`src/rtl/iir_biquad_wb_mc.sv`:
```
// iir_biquad_wb_mc: multi-channel Direct Form I biquad with a shared MAC engine behind a Wishbone classic slave
module iir_biquad_wb_mc #(
    parameter int DATA_WIDTH   = 32,
    parameter int ADDR_WIDTH   = 8,
    parameter int SAMPLE_WIDTH = 16,
    parameter int COEF_WIDTH   = 18,
    parameter int FRAC_BITS    = 14,
    parameter int NUM_CH       = 4
) (
    input  logic                  wb_clk_i,
    input  logic                  wb_rst_n_i,
    input  logic [ADDR_WIDTH-1:0] wb_adr_i,
    input  logic [DATA_WIDTH-1:0] wb_dat_i,
    output logic [DATA_WIDTH-1:0] wb_dat_o,
    input  logic                  wb_we_i,
    input  logic                  wb_stb_i,
    input  logic                  wb_cyc_i,
    output logic                  wb_ack_o
);
    localparam int PW = COEF_WIDTH + SAMPLE_WIDTH;
    localparam int AW = PW + 3;
    localparam logic [COEF_WIDTH-1:0] UNITY = {{(COEF_WIDTH-1){1'b0}}, 1'b1} << FRAC_BITS;

    typedef enum logic [1:0] {IDLE, MAC, WB} state_t;
    state_t state, state_nx;
    logic [2:0] k;
    logic busy, mac_on, wb_on;

    logic en, ovf;
    logic signed [COEF_WIDTH-1:0] b0, b1, b2, a1, a2;
    logic signed [SAMPLE_WIDTH-1:0] x1 [8];
    logic signed [SAMPLE_WIDTH-1:0] x2 [8];
    logic signed [SAMPLE_WIDTH-1:0] y1 [8];
    logic signed [SAMPLE_WIDTH-1:0] y2 [8];
    logic signed [SAMPLE_WIDTH-1:0] xs;
    logic [2:0] ch;

    logic [4:0] w;
    logic [2:0] wc;
    logic hi_ok, ch_ok, is_x, is_y, stall, go, wr, start, clr;
    logic [DATA_WIDTH-1:0] rdata;

    logic signed [COEF_WIDTH-1:0] coef_m;
    logic signed [SAMPLE_WIDTH-1:0] op_m, y_sat;
    logic signed [PW-1:0] prod;
    logic signed [AW-1:0] acc, acc_nx, sh;
    logic ovf_w;

    logic unused_ok;
    assign unused_ok = &{1'b0, wb_dat_i, wb_adr_i[1:0]};

    // address decode and transfer qualification
    always_comb begin
        w     = wb_adr_i[6:2];
        wc    = w[2:0];
        hi_ok = (wb_adr_i >> 7) == '0;
        ch_ok = int'(wc) < NUM_CH;
        is_x  = hi_ok && w[4:3] == 2'b01 && ch_ok;
        is_y  = hi_ok && w[4:3] == 2'b10 && ch_ok;
        stall = busy && (wb_we_i || is_y);
        go    = wb_stb_i && wb_cyc_i && !wb_ack_o && !stall;
        wr    = go && wb_we_i;
        start = wr && is_x && en;
        clr   = wr && hi_ok && w == 5'd0 && wb_dat_i[1] && !busy;
    end

    // read data mux
    always_comb begin
        rdata = '0;
        if (hi_ok)
            case (w)
                5'd0:    rdata = DATA_WIDTH'(en);
                5'd1:    rdata = DATA_WIDTH'({ovf, busy});
                5'd2:    rdata = DATA_WIDTH'(b0);
                5'd3:    rdata = DATA_WIDTH'(b1);
                5'd4:    rdata = DATA_WIDTH'(b2);
                5'd5:    rdata = DATA_WIDTH'(a1);
                5'd6:    rdata = DATA_WIDTH'(a2);
                default: rdata = is_y ? DATA_WIDTH'(y1[wc]) : '0;
            endcase
    end

    // registered single-cycle acknowledge and read data
    always_ff @(posedge wb_clk_i or negedge wb_rst_n_i) begin
        if (!wb_rst_n_i) begin
            wb_ack_o <= 1'b0;
            wb_dat_o <= '0;
        end else begin
            wb_ack_o <= go;
            wb_dat_o <= (go && !wb_we_i) ? rdata : '0;
        end
    end

    // control, status and coefficient registers
    always_ff @(posedge wb_clk_i or negedge wb_rst_n_i) begin
        if (!wb_rst_n_i) begin
            en  <= 1'b1;
            ovf <= 1'b0;
            b0  <= UNITY;
            b1  <= '0;
            b2  <= '0;
            a1  <= '0;
            a2  <= '0;
        end else begin
            ovf <= (wb_on && ovf_w) || (ovf && !(wr && hi_ok && w == 5'd1 && wb_dat_i[1]));
            if (wr && hi_ok)
                case (w)
                    5'd0:    en <= wb_dat_i[0];
                    5'd2:    b0 <= wb_dat_i[COEF_WIDTH-1:0];
                    5'd3:    b1 <= wb_dat_i[COEF_WIDTH-1:0];
                    5'd4:    b2 <= wb_dat_i[COEF_WIDTH-1:0];
                    5'd5:    a1 <= wb_dat_i[COEF_WIDTH-1:0];
                    5'd6:    a2 <= wb_dat_i[COEF_WIDTH-1:0];
                    default: ;
                endcase
        end
    end

    // FSM state register and MAC term counter
    always_ff @(posedge wb_clk_i or negedge wb_rst_n_i) begin
        if (!wb_rst_n_i) begin
            state <= IDLE;
            k     <= 3'd0;
        end else begin
            state <= state_nx;
            k     <= (state == MAC && k != 3'd4) ? k + 3'd1 : 3'd0;
        end
    end

    // FSM next state
    always_comb begin
        state_nx = state == IDLE ? (start ? MAC : IDLE) :
                   state == MAC  ? (k == 3'd4 ? WB : MAC) : IDLE;
    end

    // FSM outputs
    always_comb begin
        busy   = state != IDLE;
        mac_on = state == MAC;
        wb_on  = state == WB;
    end

    // one MAC term per cycle; feedback terms are subtracted
    always_comb begin
        coef_m = k == 3'd0 ? b0 : k == 3'd1 ? b1 : k == 3'd2 ? b2 : k == 3'd3 ? a1 : a2;
        op_m   = k == 3'd0 ? xs : k == 3'd1 ? x1[ch] : k == 3'd2 ? x2[ch] : k == 3'd3 ? y1[ch] : y2[ch];
        prod   = PW'(coef_m) * PW'(op_m);
        acc_nx = k == 3'd0 ? AW'(prod) : k >= 3'd3 ? acc - AW'(prod) : acc + AW'(prod);
        sh     = acc >>> FRAC_BITS;
        ovf_w  = !(&sh[AW-1:SAMPLE_WIDTH-1] || !(|sh[AW-1:SAMPLE_WIDTH-1]));
        y_sat  = ovf_w ? {sh[AW-1], {(SAMPLE_WIDTH-1){~sh[AW-1]}}} : sh[SAMPLE_WIDTH-1:0];
    end

    // sample capture, accumulator and per-channel history
    always_ff @(posedge wb_clk_i or negedge wb_rst_n_i) begin
        if (!wb_rst_n_i) begin
            xs  <= '0;
            ch  <= 3'd0;
            acc <= '0;
            for (int i = 0; i < 8; i++) begin
                x1[i] <= '0;
                x2[i] <= '0;
                y1[i] <= '0;
                y2[i] <= '0;
            end
        end else begin
            if (start) begin
                xs <= wb_dat_i[SAMPLE_WIDTH-1:0];
                ch <= wc;
            end
            if (mac_on)
                acc <= acc_nx;
            if (wb_on) begin
                x2[ch] <= x1[ch];
                x1[ch] <= xs;
                y2[ch] <= y1[ch];
                y1[ch] <= y_sat;
            end
            if (clr)
                for (int i = 0; i < 8; i++) begin
                    x1[i] <= '0;
                    x2[i] <= '0;
                    y1[i] <= '0;
                    y2[i] <= '0;
                end
        end
    end
endmodule

```
`config.mk`:
```
export PLATFORM = sky130hd
export DESIGN_NAME = iir_biquad_wb_mc
export DESIGN_NICKNAME = d
export VERILOG_FILES = /design/src/rtl/iir_biquad_wb_mc.sv
export SDC_FILE = /design/constraint.sdc
export NUM_CORES = 2
export LEC_CHECK = 0
export ABC_CLOCK_PERIOD_IN_PS = 19950
export BUFFER_PORTS_ARGS = -buffer_cell sky130_fd_sc_hd__buf_2
export CAP_MARGIN = 15
export CORE_UTILIZATION = 60
export CTS_CLUSTER_DIAMETER = 150
export DETAILED_ROUTE_END_ITERATION = 6
export PLACE_DENSITY_LB_ADDON = 0.3
export SLEW_MARGIN = 20
export SYNTH_ARGS = -nofsm -noshare
export SYNTH_HDL_FRONTEND = slang
export SYNTH_SLANG_ARGS = --single-unit
export TNS_END_PERCENT = 10
```
`constraint.sdc`:
```
create_clock -name wb_clk_i -period 19.95 [get_ports wb_clk_i]
set_input_delay 4.9875 -clock wb_clk_i [delete_from_list [all_inputs] [get_ports wb_clk_i]]
set_output_delay 4.9875 -clock wb_clk_i [all_outputs]
set_load 0.05 [all_outputs]
```
==> flow_results.xml <==
<?xml version="1.0" encoding="UTF-8"?>
<metrics>
  <group name="outcome">
    <metric name="outcome" unit="">finished, final reports clean</metric>
  </group>
  <group name="critical_path">
    <metric name="worst_setup_path_start_kind" unit="">flip-flop</metric>
    <metric name="cp.arrival" unit="ns">15.04</metric>
    <metric name="worstSetupEndpointType" unit="">flip-flop</metric>
    <metric name="critPathKind" unit="">reg -&gt; reg</metric>
    <metric name="crit_slowest_cell" unit="">a211oi_1</metric>
    <metric name="timing.critical_path.required" unit="ns">20.53</metric>
    <metric name="crit_path_max_fanout" unit="">51</metric>
    <metric name="max_stage_delay" unit="ns">0.77</metric>
  </group>
  <group name="timing">
    <metric name="worstMarginPinSlew" unit="ns">1.217</metric>
    <metric name="post-route-min-period" unit="ns">14.46</metric>
    <metric name="timing_max_transition_violations_final" unit="">0</metric>
    <metric name="hold_viol_final" unit="">0</metric>
    <metric name="timing.final.setup_violations" unit="">0</metric>
    <metric name="slew_headroom" unit="%">18.70</metric>
    <metric name="timing.fmax" unit="MHz">69.15</metric>
    <metric name="final.setup_skew" unit="ns">0.03473</metric>
    <metric name="grt_setup_unrepaired" unit="">no</metric>
    <metric name="fin_setup_tns" unit="ns">0</metric>
    <metric name="fraction_of_the_cycle_the_final_worst_path_needs" unit="%">72.49</metric>
  </group>
  <group name="detailed_routing">
    <metric name="routed_wl" unit="um">138300</metric>
    <metric name="vias" unit="">38510</metric>
    <metric name="detail_route.wl_per_cell" unit="um">23.11</metric>
    <metric name="drtIter0Drc" unit="">4596</metric>
    <metric name="route.detailed.drc" unit="">0</metric>
    <metric name="post_drt_via_cell_ratio" unit="">6.434</metric>
    <metric name="drt.antenna.violating_nets" unit="">0</metric>
    <metric name="first_pass_iters" unit="">7</metric>
  </group>
  <group name="floorplan">
    <metric name="core_area" unit="um^2">75950</metric>
    <metric name="dieArea" unit="um^2">77920</metric>
    <metric name="die_height" unit="um">279.1</metric>
    <metric name="initial_utilization" unit="%">60.68</metric>
    <metric name="row_count" unit="">101</metric>
    <metric name="num_io_pins" unit="">78</metric>
    <metric name="floorplan_die_width" unit="um">279.1</metric>
  </group>
  <group name="synthesis">
    <metric name="synth_flop_cell" unit="">dfrtp_1</metric>
    <metric name="synth-edff-count" unit="">0</metric>
    <metric name="postSynth.asyncResetShare" unit="%">100.0</metric>
    <metric name="ys_seq_area_share" unit="%">37.15</metric>
    <metric name="postSynthRegisterBits" unit="">684</metric>
    <metric name="post_syn_area_per_cell" unit="um^2">9.151</metric>
    <metric name="yosys_warnings" unit="">0</metric>
    <metric name="synthesis.nets" unit="">5501</metric>
    <metric name="distinct_cells_synth" unit="">86</metric>
    <metric name="syn_area" unit="um^2">46080</metric>
    <metric name="netlist_instances" unit="">5036</metric>
  </group>
  <group name="clock_tree">
    <metric name="clock_sink_count" unit="">684</metric>
    <metric name="max-clock-path-buffers" unit="">3</metric>
    <metric name="postCtsSetupRepairBufs" unit="">0</metric>
    <metric name="cts_tree" unit="">yes</metric>
    <metric name="h-tree-depth" unit="">3</metric>
    <metric name="worst_skew_pair.late_latency" unit="ns">0.65</metric>
    <metric name="ctsHoldBuffers" unit="">0</metric>
    <metric name="cts_root_buf" unit="">clkbuf_16</metric>
    <metric name="clk_pin_slew" unit="ns">0.06</metric>
    <metric name="cts-buffers-inserted" unit="">76</metric>
    <metric name="cts_resized" unit="">0</metric>
  </group>
  <group name="cells_and_area">
    <metric name="syn2layout_area_growth" unit="%">7.811</metric>
    <metric name="finish.net_count" unit="">5357</metric>
    <metric name="layout_commonest_cell" unit="">nor2_1</metric>
    <metric name="commonest_cells_after_routing_fill_and_taps_aside" unit="">823 x nor2_1, 679 x dfrtp_1, 493 x nand2_1</metric>
    <metric name="finalCoreUtilization" unit="%">65.42</metric>
    <metric name="layout-drive-gt1-share" unit="%">10.64</metric>
  </group>
  <group name="flow_run">
    <metric name="max_cap_violations" unit="">0</metric>
  </group>
  <group name="placed_design">
    <metric name="place_congestion" unit="">0.9196</metric>
    <metric name="detailed_place_hpwl" unit="um">88320</metric>
    <metric name="port_buf_inserts" unit="">61</metric>
  </group>
  <group name="global_route">
    <metric name="grt_util_all_layers" unit="%">35.90</metric>
    <metric name="grt_pass1_vias" unit="">37790</metric>
    <metric name="antenna_found_initial" unit="">2</metric>
    <metric name="grt_first_pass_wirelength" unit="um">217200</metric>
    <metric name="grt_max_degree" unit="">178</metric>
    <metric name="globalRouteOverflowTotal" unit="">0</metric>
  </group>
  <group name="power_and_ir_drop">
    <metric name="total_leakage_power" unit="nW">21.21</metric>
    <metric name="p_per_area" unit="nW/um^2">76.22</metric>
    <metric name="worst_ir_drop_vdd" unit="uV">60.64</metric>
  </group>
  <group name="hold_path">
    <metric name="worstHoldPathType" unit="">reg -&gt; reg</metric>
  </group>
</metrics>
## worst max-delay path, delay by kind of cell (launching register included)
family	cells	cell delay, ns
AO/OA/AOI/OAI	19	5.51
multiplexers	1	0.20
buffers and inverters	8	2.05
AND/OR/NAND/NOR	10	1.88
adder cells (fa/ha/maj)	8	3.87
flip-flops	1	0.70
XOR/XNOR	1	0.10
## final cells by class
cell class,instances,area [um^2]
antenna,3,7.507
clock buffer,113,2192
clock inverter,26,382.9
fill,5977,26270
inverter,346,1299
multi-input combinational,3624,26300
sequential,684,17130
tap,1030,1289
timing repair buffer,160,1087
## flip-flops by register name (all words and copies together), names as in the netlist
name / cells
x1: 128
b0: 18
ch: 3
y1: 128
a2: 18
ovf: 1
wb_dat_o: 18
b2: 18
xs: 16
x2: 128
y2: 128
acc: 37
a1: 18
en: 1
state: 2
b1: 18
wb_ack_o: 1
k: 3
## stage by stage
| stage | instance area [um^2] | worst slack [ns] | std cells | hold WS [ns] | power, mW |
|---|---|---|---|---|---|
| 2_1_floorplan | 46080 | 8.658 | 5036 | 0.4488 | 2.115 |
| 3_3_place_gp | 47080 | 6.033 | 5843 | 0.4726 | 2.318 |
| 3_5_place_dp | 47080 | 5.909 | 5843 | 0.4870 | 2.337 |
| 4_1_cts | 49650 | 5.819 | 5982 | 0.5004 | 3.780 |
| 5_1_grt | 49680 | 4.874 | 5983 | 0.5261 | 3.934 |
| 6_report | 49680 | 5.488 | 5986 | 0.4981 | 3.787 |
## where the power goes
part | switching (mW) | leakage (nW) | internal [mW]
combinational | 0.487 | 13.0 | 0.289
sequential | 0.0786 | 6.99 | 1.48
clock | 0.613 | 1.26 | 0.839
## routing by layer
| metal | GRT usage [%] | part of all wire, % | vias to the layer above | wire, um |
|---|---|---|---|---|
| met1 | 49.59 | 39 | 19020 | 54030 |
| met3 | 9.305 | 13 | 395 | 17390 |
| li1 | - | - | 16850 | - |
| met5 | 0 | 0.0058 | - | 8 |
| met4 | 14.68 | 4.4 | 2 | 6059 |
| met2 | 53.99 | 44 | 2247 | 60850 |
## kinds of logic after synthesis
family / synth area share (%)
simple gates: 14.83
xor+xnor: 1.882
flops: 37.15
buf+inv: 6.152
mux: 6.983
fa+ha+maj: 16.14
compound gates: 16.86
## synthesized netlist by cell type, types with 35 or more instances
| cell type | count | area [um^2] |
|---|---|---|
| nor2_1 | 830 | 3115 |
| dfrtp_1 | 682 | 17070 |
| nand2_1 | 497 | 1866 |
| a21oi_1 | 481 | 2407 |
| inv_1 | 345 | 1295 |
| clkbuf_1 | 299 | 1122 |
| fa_1 | 291 | 5826 |
| a211oi_1 | 254 | 1907 |
| mux2_2 | 148 | 1667 |
| ha_1 | 129 | 1614 |
| o21ai_0 | 125 | 625.6 |
| a22oi_1 | 92 | 690.7 |
| mux2i_1 | 86 | 860.8 |
| nand3_1 | 77 | 385.4 |
| xnor2_1 | 57 | 499.2 |
| a221oi_1 | 52 | 455.4 |
| nand2b_1 | 51 | 319.1 |
| xor2_1 | 42 | 367.9 |
| buf_1 | 37 | 138.9 |
| nor3_1 | 36 | 180.2 |
| a22o_1 | 35 | 306.5 |
## path summary, 6_finish.rpt
check	slack, ns	depth (start not counted)	endpoint	start
worst min register to register	0.50	2	acc[13]$_DFFE_PN0N_	acc[13]$_DFFE_PN0N_
max in group asynchronous	12.45	4	y1[0]$_DFFE_PN0P_	wb_rst_n_i
worst min-delay path	0.50	2	acc[13]$_DFFE_PN0N_	acc[13]$_DFFE_PN0N_
worst max-delay path	5.49	47	acc[36]$_DFFE_PN0N_	ch[0]$_DFFE_PN0P_
worst max register to register	5.49	47	acc[36]$_DFFE_PN0N_	ch[0]$_DFFE_PN0P_
min in group asynchronous	4.34	1	x1[126]$_DFFE_PN0P_	wb_rst_n_i
Power figures use the tool's default switching activity.
